`src/rtl/lc3b_nway_cache_pkg.sv`:
```
// Shared types and helpers for the LC-3b N-way set-associative cache:
// line/word types, controller state encoding and word extract/merge.
package lc3b_nway_cache_pkg;

  localparam int LC3B_OFFSET_BITS    = 4;
  localparam int LC3B_WORDS_PER_LINE = 8;

  typedef logic [127:0] lc3b_line;
  typedef logic [15:0]  lc3b_word;

  typedef enum logic [1:0] {
    IDLE      = 2'd0,
    WRITEBACK = 2'd1,
    FILL      = 2'd2
  } lc3b_cache_state;

  // Extract the 16-bit word selected by address bits [3:1].
  function automatic lc3b_word word_select(input lc3b_line line, input logic [2:0] sel);
    return line[{sel, 4'b0000} +: 16];
  endfunction

  // Merge the enabled bytes of a CPU write into a line; be=00 returns the line untouched.
  function automatic lc3b_line word_insert(input lc3b_line line, input logic [2:0] sel,
                                           input logic [1:0] be, input lc3b_word wdata);
    lc3b_line merged;
    merged = line;
    if (be[0]) merged[{sel, 4'b0000} +: 8] = wdata[7:0];
    if (be[1]) merged[{sel, 4'b1000} +: 8] = wdata[15:8];
    return merged;
  endfunction

endpackage

```
`src/rtl/lc3b_nway_cache_plru_tree.sv`:
```
// Combinational tree pseudo-LRU for one set. Nodes are stored heap-style:
// node 0 is the root, children of node n are 2n+1 (left) and 2n+2 (right).
// A node bit of 0 means the victim lies in the left (lower-numbered) half.
module lc3b_nway_cache_plru_tree #(
  parameter int WAYS = 2
) (
  input  logic [WAYS-2:0]         i_bits,
  input  logic [$clog2(WAYS)-1:0] i_access,
  output logic [WAYS-2:0]         o_bits,
  output logic [$clog2(WAYS)-1:0] o_victim
);

  localparam int WAY_W = $clog2(WAYS);

  logic [WAY_W-1:0] w_vic;
  logic             w_node_bit;

  // Walk the tree from the root, following each node bit towards the victim.
  // NOTE: every variable gets a default before the loops; a path that leaves one unassigned would infer a latch.
  always_comb begin
    w_vic      = '0;
    w_node_bit = 1'b0;
    for (int l = 0; l < WAY_W; l++) begin
      w_node_bit = 1'b0;
      for (int p = 0; p < (1 << l); p++) begin
        if (int'(w_vic) == p) w_node_bit = i_bits[(1 << l) - 1 + p];
      end
      w_vic = (w_vic << 1) | WAY_W'(w_node_bit);
    end
    o_victim = w_vic;
  end

  // On the path to the accessed way, point every node at the opposite half.
  always_comb begin
    o_bits = i_bits;
    for (int l = 0; l < WAY_W; l++) begin
      for (int p = 0; p < (1 << l); p++) begin
        if (int'(i_access >> (WAY_W - l)) == p) o_bits[(1 << l) - 1 + p] = ~i_access[WAY_W - 1 - l];
      end
    end
  end

endmodule

```
`src/rtl/lc3b_nway_cache.sv`:
```
// N-way set-associative, write-back, write-allocate cache between the LC-3b
// CPU port (16-bit words) and physical memory (128-bit lines). Hits complete
// in the request cycle; misses optionally write back a dirty victim, fill the
// line, and let the held request retry as a hit.
module lc3b_nway_cache
  import lc3b_nway_cache_pkg::*;
#(
  parameter int WAYS  = 2,
  parameter int SETS  = 8,
  parameter int CNT_W = 16
) (
  input  logic             clk,
  input  logic             rst,
  input  logic             mem_read,
  input  logic             mem_write,
  input  logic [1:0]       mem_byte_enable,
  input  logic [15:0]      mem_address,
  input  logic [15:0]      mem_wdata,
  output logic [15:0]      mem_rdata,
  output logic             mem_resp,
  output logic             pmem_read,
  output logic             pmem_write,
  output logic [15:0]      pmem_address,
  output logic [127:0]     pmem_wdata,
  input  logic [127:0]     pmem_rdata,
  input  logic             pmem_resp,
  output logic [CNT_W-1:0] hit_count,
  output logic [CNT_W-1:0] miss_count
);

  localparam int IDX_W  = $clog2(SETS);
  localparam int TAG_W  = 16 - LC3B_OFFSET_BITS - IDX_W;
  localparam int WAY_W  = $clog2(WAYS);
  localparam int LADR_W = 16 - LC3B_OFFSET_BITS;

  // Array state
  logic [WAYS-1:0]  r_valid [SETS];
  logic [WAYS-1:0]  r_dirty [SETS];
  logic [WAYS-2:0]  r_plru  [SETS];
  logic [TAG_W-1:0] r_tag   [SETS][WAYS];
  lc3b_line         r_data  [SETS][WAYS];

  // Controller state
  lc3b_cache_state  r_state;
  logic             r_retry;
  logic [WAY_W-1:0] r_victim;
  logic [LADR_W-1:0] r_line_addr;
  logic             r_pmem_read;
  logic             r_pmem_write;
  logic [15:0]      r_pmem_address;
  lc3b_line         r_pmem_wdata;
  logic [CNT_W-1:0] r_hit_count;
  logic [CNT_W-1:0] r_miss_count;

  // Request decode
  logic [IDX_W-1:0] w_index;
  logic [TAG_W-1:0] w_tag;
  logic [2:0]       w_word;
  logic             w_req;
  logic             w_hit;
  logic [WAY_W-1:0] w_hit_way;
  logic             w_hit_req;
  logic             w_do_write;
  lc3b_line         w_hit_line;
  logic             w_any_invalid;
  logic [WAY_W-1:0] w_invalid_way;
  logic [WAY_W-1:0] w_plru_victim;
  logic [WAY_W-1:0] w_victim;
  logic             w_victim_dirty;
  logic [WAYS-2:0]  w_plru_next;
  logic [IDX_W-1:0] w_fill_index;
  logic [TAG_W-1:0] w_fill_tag;
  logic             w_unused;

  assign w_index  = mem_address[LC3B_OFFSET_BITS +: IDX_W];
  assign w_tag    = mem_address[15 -: TAG_W];
  assign w_word   = mem_address[3:1];
  assign w_unused = mem_address[0];

  // Requests are only serviced from IDLE and never while reset is asserted.
  assign w_req = !rst && (r_state == IDLE) && (mem_read || mem_write);

  // Tag compare across all valid ways of the indexed set.
  always_comb begin
    w_hit     = 1'b0;
    w_hit_way = '0;
    for (int i = 0; i < WAYS; i++) begin
      if (!w_hit && r_valid[w_index][i] && (r_tag[w_index][i] == w_tag)) begin
        w_hit     = 1'b1;
        w_hit_way = WAY_W'(i);
      end
    end
  end

  // Lowest-numbered invalid way; scanning downwards lets the lowest index win.
  always_comb begin
    w_any_invalid = 1'b0;
    w_invalid_way = '0;
    for (int i = WAYS - 1; i >= 0; i--) begin
      if (!r_valid[w_index][i]) begin
        w_any_invalid = 1'b1;
        w_invalid_way = WAY_W'(i);
      end
    end
  end

  lc3b_nway_cache_plru_tree #(
    .WAYS(WAYS)
  ) u_plru (
    .i_bits  (r_plru[w_index]),
    .i_access(w_hit_way),
    .o_bits  (w_plru_next),
    .o_victim(w_plru_victim)
  );

  assign w_victim       = w_any_invalid ? w_invalid_way : w_plru_victim;
  assign w_victim_dirty = r_valid[w_index][w_victim] && r_dirty[w_index][w_victim];

  assign w_hit_req  = w_req && w_hit;
  assign w_do_write = w_hit_req && mem_write && (mem_byte_enable != 2'b00);
  assign w_hit_line = r_data[w_index][w_hit_way];

  // A simultaneous read and write is a write; rdata is only meaningful for reads.
  assign mem_resp  = w_hit_req;
  assign mem_rdata = w_hit_req ? word_select(w_hit_line, w_word) : 16'h0000;

  assign w_fill_index = r_line_addr[IDX_W-1:0];
  assign w_fill_tag   = r_line_addr[LADR_W-1 -: TAG_W];

  // Line and tag storage: byte merge on write hits, whole-line load on fill.
  // NOTE: data and tag arrays are deliberately not reset; the cleared valid bits make their contents irrelevant.
  always_ff @(posedge clk) begin
    if (w_do_write) begin
      r_data[w_index][w_hit_way] <= word_insert(w_hit_line, w_word, mem_byte_enable, mem_wdata);
    end else if (!rst && (r_state == FILL) && pmem_resp) begin
      r_data[w_fill_index][r_victim] <= pmem_rdata;
      r_tag[w_fill_index][r_victim]  <= w_fill_tag;
    end
  end

  // Controller FSM with registered memory-side outputs, status bits and counters.
  // NOTE: non-blocking assignments throughout so every update at this edge sees pre-edge values.
  always_ff @(posedge clk) begin
    if (rst) begin
      r_state        <= IDLE;
      r_retry        <= 1'b0;
      r_victim       <= '0;
      r_line_addr    <= '0;
      r_pmem_read    <= 1'b0;
      r_pmem_write   <= 1'b0;
      r_pmem_address <= '0;
      r_pmem_wdata   <= '0;
      r_hit_count    <= '0;
      r_miss_count   <= '0;
      for (int s = 0; s < SETS; s++) begin
        r_valid[s] <= '0;
        r_dirty[s] <= '0;
        r_plru[s]  <= '0;
      end
    end else begin
      unique case (r_state)
        IDLE: begin
          if (w_req && w_hit) begin
            r_plru[w_index] <= w_plru_next;
            if (w_do_write) r_dirty[w_index][w_hit_way] <= 1'b1;
            // The hit that completes a miss was already counted as that miss.
            if (r_retry) r_retry <= 1'b0;
            else if (r_hit_count != '1) r_hit_count <= r_hit_count + 1'b1;
          end else if (w_req) begin
            if (r_miss_count != '1) r_miss_count <= r_miss_count + 1'b1;
            r_victim    <= w_victim;
            r_line_addr <= mem_address[15:LC3B_OFFSET_BITS];
            if (w_victim_dirty) begin
              r_state        <= WRITEBACK;
              r_pmem_write   <= 1'b1;
              r_pmem_address <= {r_tag[w_index][w_victim], w_index, {LC3B_OFFSET_BITS{1'b0}}};
              r_pmem_wdata   <= r_data[w_index][w_victim];
            end else begin
              r_state        <= FILL;
              r_pmem_read    <= 1'b1;
              r_pmem_address <= {mem_address[15:LC3B_OFFSET_BITS], {LC3B_OFFSET_BITS{1'b0}}};
            end
          end
        end
        WRITEBACK: begin
          if (pmem_resp) begin
            r_state        <= FILL;
            r_pmem_write   <= 1'b0;
            r_pmem_read    <= 1'b1;
            r_pmem_address <= {r_line_addr, {LC3B_OFFSET_BITS{1'b0}}};
          end
        end
        FILL: begin
          if (pmem_resp) begin
            r_state                        <= IDLE;
            r_pmem_read                    <= 1'b0;
            r_retry                        <= 1'b1;
            r_valid[w_fill_index][r_victim] <= 1'b1;
            r_dirty[w_fill_index][r_victim] <= 1'b0;
          end
        end
        default: begin
          r_state      <= IDLE;
          r_pmem_read  <= 1'b0;
          r_pmem_write <= 1'b0;
        end
      endcase
    end
  end

  assign pmem_read    = r_pmem_read;
  assign pmem_write   = r_pmem_write;
  assign pmem_address = r_pmem_address;
  assign pmem_wdata   = r_pmem_wdata;
  assign hit_count    = r_hit_count;
  assign miss_count   = r_miss_count;

endmodule

```
`config.mk`:
```
export PLATFORM = sky130hd
export DESIGN_NAME = lc3b_nway_cache
export DESIGN_NICKNAME = d
export VERILOG_FILES = /design/src/rtl/lc3b_nway_cache_pkg.sv /design/src/rtl/lc3b_nway_cache_plru_tree.sv /design/src/rtl/lc3b_nway_cache.sv
export SDC_FILE = /design/constraint.sdc
export NUM_CORES = 2
export LEC_CHECK = 0
export ABC_AREA = 1
export BUFFER_PORTS_ARGS = -buffer_cell sky130_fd_sc_hd__buf_2
export CAP_MARGIN = 10
export CORE_UTILIZATION = 45
export CTS_BUF_LIST = sky130_fd_sc_hd__clkbuf_8
export CTS_CLUSTER_SIZE = 25
export DETAILED_ROUTE_END_ITERATION = 7
export PLACE_DENSITY = 0.6
export SYNTH_ARGS = -nofsm -noshare
export SYNTH_HDL_FRONTEND = slang
export SYNTH_SLANG_ARGS = --single-unit
```
`constraint.sdc`:
```
create_clock -name clk -period 12.7 [get_ports clk]
set_input_delay 1.905 -clock clk [delete_from_list [all_inputs] [get_ports clk]]
set_output_delay 1.905 -clock clk [all_outputs]
set_load 0.01 [all_outputs]
```
# After elaboration in Yosys (flattened, before gate mapping)
# Memories as Yosys holds them, arrays and structs flattened.
# Cells that the tools add are included.
# totals
regBits,194
ramBits,2232
in_bits,167
elab_cells,185
n_memories,5
# memory_table
memory,depth,width,read_ports,rd_ports_with_merged_regs,wr,line,rtl
r_data,8,256,1,0,1,lc3b_nway_cache.sv:41,lc3b_line r_data [SETS][WAYS];
r_tag,8,18,1,0,1,lc3b_nway_cache.sv:40,logic [TAG_W-1:0] r_tag [SETS][WAYS];
r_dirty,8,2,1,0,8,lc3b_nway_cache.sv:38,logic [WAYS-1:0] r_dirty [SETS];
r_valid,8,2,1,0,8,lc3b_nway_cache.sv:37,logic [WAYS-1:0] r_valid [SETS];
r_plru,8,1,1,0,8,lc3b_nway_cache.sv:39,logic [WAYS-2:0] r_plru [SETS];
# op_classes
add_sub_neg,4
order_cmp,10
eq_ne,13
shifts,5
n_mux,95
n_bitwise,7
reduce_logical,36
# ops
op,n
$mux W128,12
$mux W256,4
$bwmux W128,2
$demux W128 S1,2
$reduce_or A256 Y1,1
$shift A8 B9 Y128 const A,2
$shiftx A8 B9 Y128,2
$shiftx A128 B8 Y16,1
$mux W16,5
$mux W1,39
$mux W9,4
$add A16 B1 Y16 const B,2
$ne A16 B16 Y1 const B,2
$pmux W16 S2,1
$mux W2,13
$reduce_and A4 Y1,5
$eq A9 B9 Y1,2
$mux W18,1
$neg A7 Y9,2
$logic_and A1 B1 Y1,15
$mux W3,5
$ne A2 B2 Y1 const B,7
$reduce_and A5 Y1,2
$demux W9 S1,1
19 further kinds,38

# Depth between registers and ports, before layout
# An unclocked memory read counts as a cell.
# depth
depth_word,19
depth_mapped,24

# Cells and area by module
# A second synthesis with hierarchy kept.
# unflattened
cells_unflattened,7674
area_unflattened_um2,96826.6
# modules_own_cells
module,n_inst,cells_each,area_each_um2,seq_area_each_um2
lc3b_nway_cache,1,7672,96815.4,70667.8
lc3b_nway_cache_plru_tree,1,2,11.3,0.0

# Worst setup path after synthesis
# OpenSTA, ideal clock, no wires.
# synth_timing
path_kind,input port to flip-flop
from,input port mem_address[4]
to,memory r_dirty[4][0] (enable)
setup_ns,0.312
t_arrival_ns,9.664
slack_ns,2.725
path_stages,18
path_buffers,2
cell_sequence,buf_4 -> buf_4 -> or2_2 -> nand3_1 -> nand2_1 -> nor2_1 -> nand2_1 -> nand2_1 -> nand2_1 -> nor2_1 -> nand3_2 -> nand2_1 -> nand2_1 -> o21ai_2 -> nand2_1 -> nor2_1 -> inv_1 -> nand2_1
# synth_rtl
element,line,rtl
from (decl),lc3b_nway_cache.sv:17,"input logic [15:0] mem_address,"
to (decl),lc3b_nway_cache.sv:38,

# Worst setup path after layout
# layout_timing
from,input port mem_address[5]
to,output port mem_rdata[3]
# layout_via
elab_chain_len,14
# layout_lines
element,line,rtl
$mem_v2 Z8 W18,--,
$eq A9 B9 Y1,lc3b_nway_cache.sv:88,if (!w_hit && r_valid[w_index][i] && (r_tag[w_index][i] == w_tag)) begin
$logic_and A1 B1 Y1,lc3b_nway_cache.sv:88,
$mux W1,lc3b_nway_cache.sv:88,
$logic_not A1 Y1,lc3b_nway_cache.sv:88,
$logic_and A1 B1 Y1 (2 in series),lc3b_nway_cache.sv:88,
$mux W1,lc3b_nway_cache.sv:88,
$not A1 Y2 (implied by the code),lc3b_nway_cache.sv:121,assign w_hit_line = r_data[w_index][w_hit_way];
$mux W128 (implied by the code) (3 in series),lc3b_nway_cache.sv:121,
$shiftx A128 B8 Y16,lc3b_nway_cache_pkg.sv:19,"return line[{sel, 4'b0000} +: 16];"
$mux W16 (*),lc3b_nway_cache.sv:125,"assign mem_rdata = w_hit_req ? word_select(w_hit_line, w_word) : 16'h0000;"
to (decl),lc3b_nway_cache.sv:19,"output logic [15:0] mem_rdata,"
# Mark *: on every way between the ends. The rest lies on a longest branch, timed or not. The select of a mux whose other input is x is not followed.

==> flow_summary.ini <==
[global_route]
grt_pass1_vias = 66100
grt_pass1_wl_mm = 486
grt_max_degree = 115
overflow = 0
gr-usage-all-layers_pct = 31.5
antenna_found_initial = 25

[floorplanning]
die_h_um = 466
die_x_um = 466
core_um2 = 213000
fp.dieArea_um2 = 217000
initial_core_util_pct = 45.5
io_pins = 362
rows = 169

[synthesis]
synthesis.area_um2 = 96900
yosysSeqAreaShare_pct = 72.9
yosysMostFrequentCell = edfxtp_1
synth.area.top_cells = edfxtp_1 (69%), nand2_1 (7.8%), dfxtp_1 (4.3%), nand3_1 (2.3%), o21ai_0 (2.1%)
synth_top_area_share_pct = 68.7
yosysWarningCount = 0
synth_edf_count = 2216
synth_area_leader_cell = edfxtp_1
synth_common_cells = edfxtp_1 (2,216), nand2_1 (2,003), inv_1 (504), nand3_1 (438), o21ai_0 (413)
synth_flop_cell = edfxtp_1
ys_seq_elements = 2422
async_flop_share_pct = 0
syn_avg_cell_area_um2 = 12.2
yosysUniqueCellTypes = 50
synthCells = 7948

[critical_path]
cpMostUsedCell = nand2_1
startpoint_type = input pin
path_cells = buf_2 -> nor2_2 -> nand2_2 -> buf_4 -> inv_8 -> nand2_1 -> nand2_1 -> nor2_1 -> nand2_1 -> nand2_1 -> nand2_1 -> nand3_1 -> nor2_4 -> nand2_4 -> buf_4 -> nand2_1 -> nand2_1 -> o21ai_0 -> nor2_1 -> nor2_1 -> nor2_1 -> buf_2
crit_required_ns = 10.80
crit_buf_inv = 5
crit_type = in -> out
cp_slowest_cell = o21ai_0
crit_arrival_ns = 7.86
worstPathMaxFanout = 68
cp_slowest_stage_delay_ns = 1.12
end_kind = output pin
cp_top_family = simple AND/OR/NAND/NOR gates

[clocking]
cts_num_sinks = 2422
cts_buffers = 409
cts_root_buf = clkbuf_8
htreeDepth = 5
cts_setup_buffers = 0
ctsHoldBuffers = 0
clk_latency_ns = 1.13
ctsResizeCount = 0
cts_tree = done
path_clk_slew_ns = 0.05
clock_path_buffers = 4

[detailed_routing]
firstDrtPassIters = 8
route.antenna.remaining_nets = 0
wl_per_cell_um = 30.0
drcViolationCount = 1
drt_iter0_drc = 9726
dr_total_vias = 69900
viasPerCell = 6.02
drt_wl_total_mm = 348

[sta]
period_needed_ns = 9.76
max_freq_ghz = 0.102
rsz0062_at_grt = false
max_slew_margin_pct = 6.43
drv_slew = 0
post-route-period-util_pct = 76.9
fin_skew_ns = 0.108
setup-violations-final = 0
finalHoldViolations = 0
max_slew.worst_pin.slew_ns = 1.39
tns_ns = 0

[final_layout]
fillers = 18500
syn2layout_area_growth_pct = 13.4
finalInstanceArea_um2 = 110000
multi_input_area_um2 = 22700
regArea_um2 = 70700
drive_gt1_share_pct = 12.6
nNetsFinal = 8631

[place]
hpwl_mm = 193
globalplace.congestion = 0.896
place_area_um2 = 102000
port_buffers = 356

[outcome]
status = finished with violations
violations = DRC

[power_and_ir_drop]
ir_worst_vdd_uv = 123
p_leak_nw = 39.8
power_density_nw_per_um2 = 151

[hold_path]
hold_path_class = reg -> reg

[job]
cap_violations = 0
layout make-up:
type	instances	share of cell area, %
flip-flops and latches	2422	64.3
multi-input cells	4563	20.6
clock buffers	437	5.47
well taps	2821	3.21
repair buffers	539	3.17
inverters	521	1.90
clock inverters	290	1.27
diodes	22	0.0501
metrics by stage:
step	worst slack, ns	utilization, %	std cells	total power [mW]	hold slack (ns)
after global routing	2.97	51.5	11600	17.0	0.462
after detailed placement	3.29	48.0	10900	10.2	0.433
after CTS	3.32	51.5	11600	16.5	0.442
after floorplan	2.72	-	7951	9.70	0.429
after global placement	3.30	48.0	10900	10.2	0.433
final	2.94	51.6	11600	16.6	0.440
registers in the layout, summed over array words and instances, names as in the netlist, 2 cells and up:
signal	cells
hit_count	16
miss_count	16
pmem_address	12
pmem_wdata	128
r_data	2048
r_dirty	16
r_line_addr	12
r_plru	8
r_state	2
r_tag	144
r_valid	16
tightest hold or removal path: cells and delay by family (launching register included):
kind | cells | cell delay, ns
AO/OA/AOI/OAI | 1 | 0.05
buffers and inverters | 1 | 0.04
flip-flops | 1 | 0.30
logic make-up (layout without fill, tap and decap cells):
| kind of cell | count (synthesis) | count (layout) | share of synthesized area, % |
|---|---|---|---|
| AO/OA/AOI/OAI | 1409 | 1409 | 9.56 |
| XOR/XNOR | 11 | 11 | 0.0994 |
| adder cells (fa/ha/maj) | 8 | 8 | 0.103 |
| buffers and inverters | 966 | 1787 | 3.88 |
| flip-flops | 2422 | 2422 | 72.9 |
| other | 1 | 26 | 0.00387 |
| AND/OR/NAND/NOR | 3131 | 3131 | 13.4 |
path summary, 6_finish.rpt:
kind	startpoint	endpoint	slack [ns]	cells past startpoint
worst max-delay path	mem_address[5]	mem_rdata[3]	2.94	22
worst min-delay path	pmem_wdata[87]	pmem_wdata[87]	0.44	2
worst max register to register	r_tag[0][13]	r_data[0][45]	6.10	17
worst min register to register	pmem_wdata[87]	pmem_wdata[87]	0.44	2
layer usage:
metal | vias up | share of wire, % | GRT usage [%]
li1 | 29900 | - | -
met1 | 34500 | 37 | 40.5
met2 | 4570 | 45 | 48.2
met3 | 909 | 11 | 6.85
met4 | 14 | 7.4 | 20.6
met5 | - | 0.022 | 0
report_power, final:
part           leakage (nW)  internal, mW  switching (mW)  total [mW]
clock network          4.39          3.30            3.14        6.44
logic                  13.7         0.275           0.907        1.18
registers              21.7          8.90          0.0229        8.93
total                  39.8          12.5            4.07        16.6
layout by cell type, fill, tap and decap left out, types with 5 or more instances in the layout:
master,Yosys,final
a21oi_1,232,232
o211ai_1,6,6
diode_2,0,22
a211oi_1,12,12
nor2_1,385,375
buf_12,0,26
inv_8,0,16
clkinvlp_4,0,7
clkbuf_8,0,437
inv_1,504,645
inv_6,0,5
ha_1,8,8
nand4_1,199,199
and3_1,35,35
a31oi_1,22,22
o21a_1,6,6
clkinv_2,1,41
o21ai_0,413,413
edfxtp_1,2216,2216
buf_4,11,154
nor3_1,42,41
a22oi_1,256,256
dfxtp_1,206,206
nand3_1,438,437
nor2_4,1,13
nand2_1,2003,1998
o21ai_1,56,55
a221oi_1,235,235
a22o_1,123,123
buf_2,67,356
or2_2,6,6
o22ai_1,15,15
clkinv_1,6,78
o2bb2ai_1,26,26
inv_2,10,9
xor2_1,10,10
bufinv_16,0,7
No activity file was read; power rests on OpenSTA's default activity.
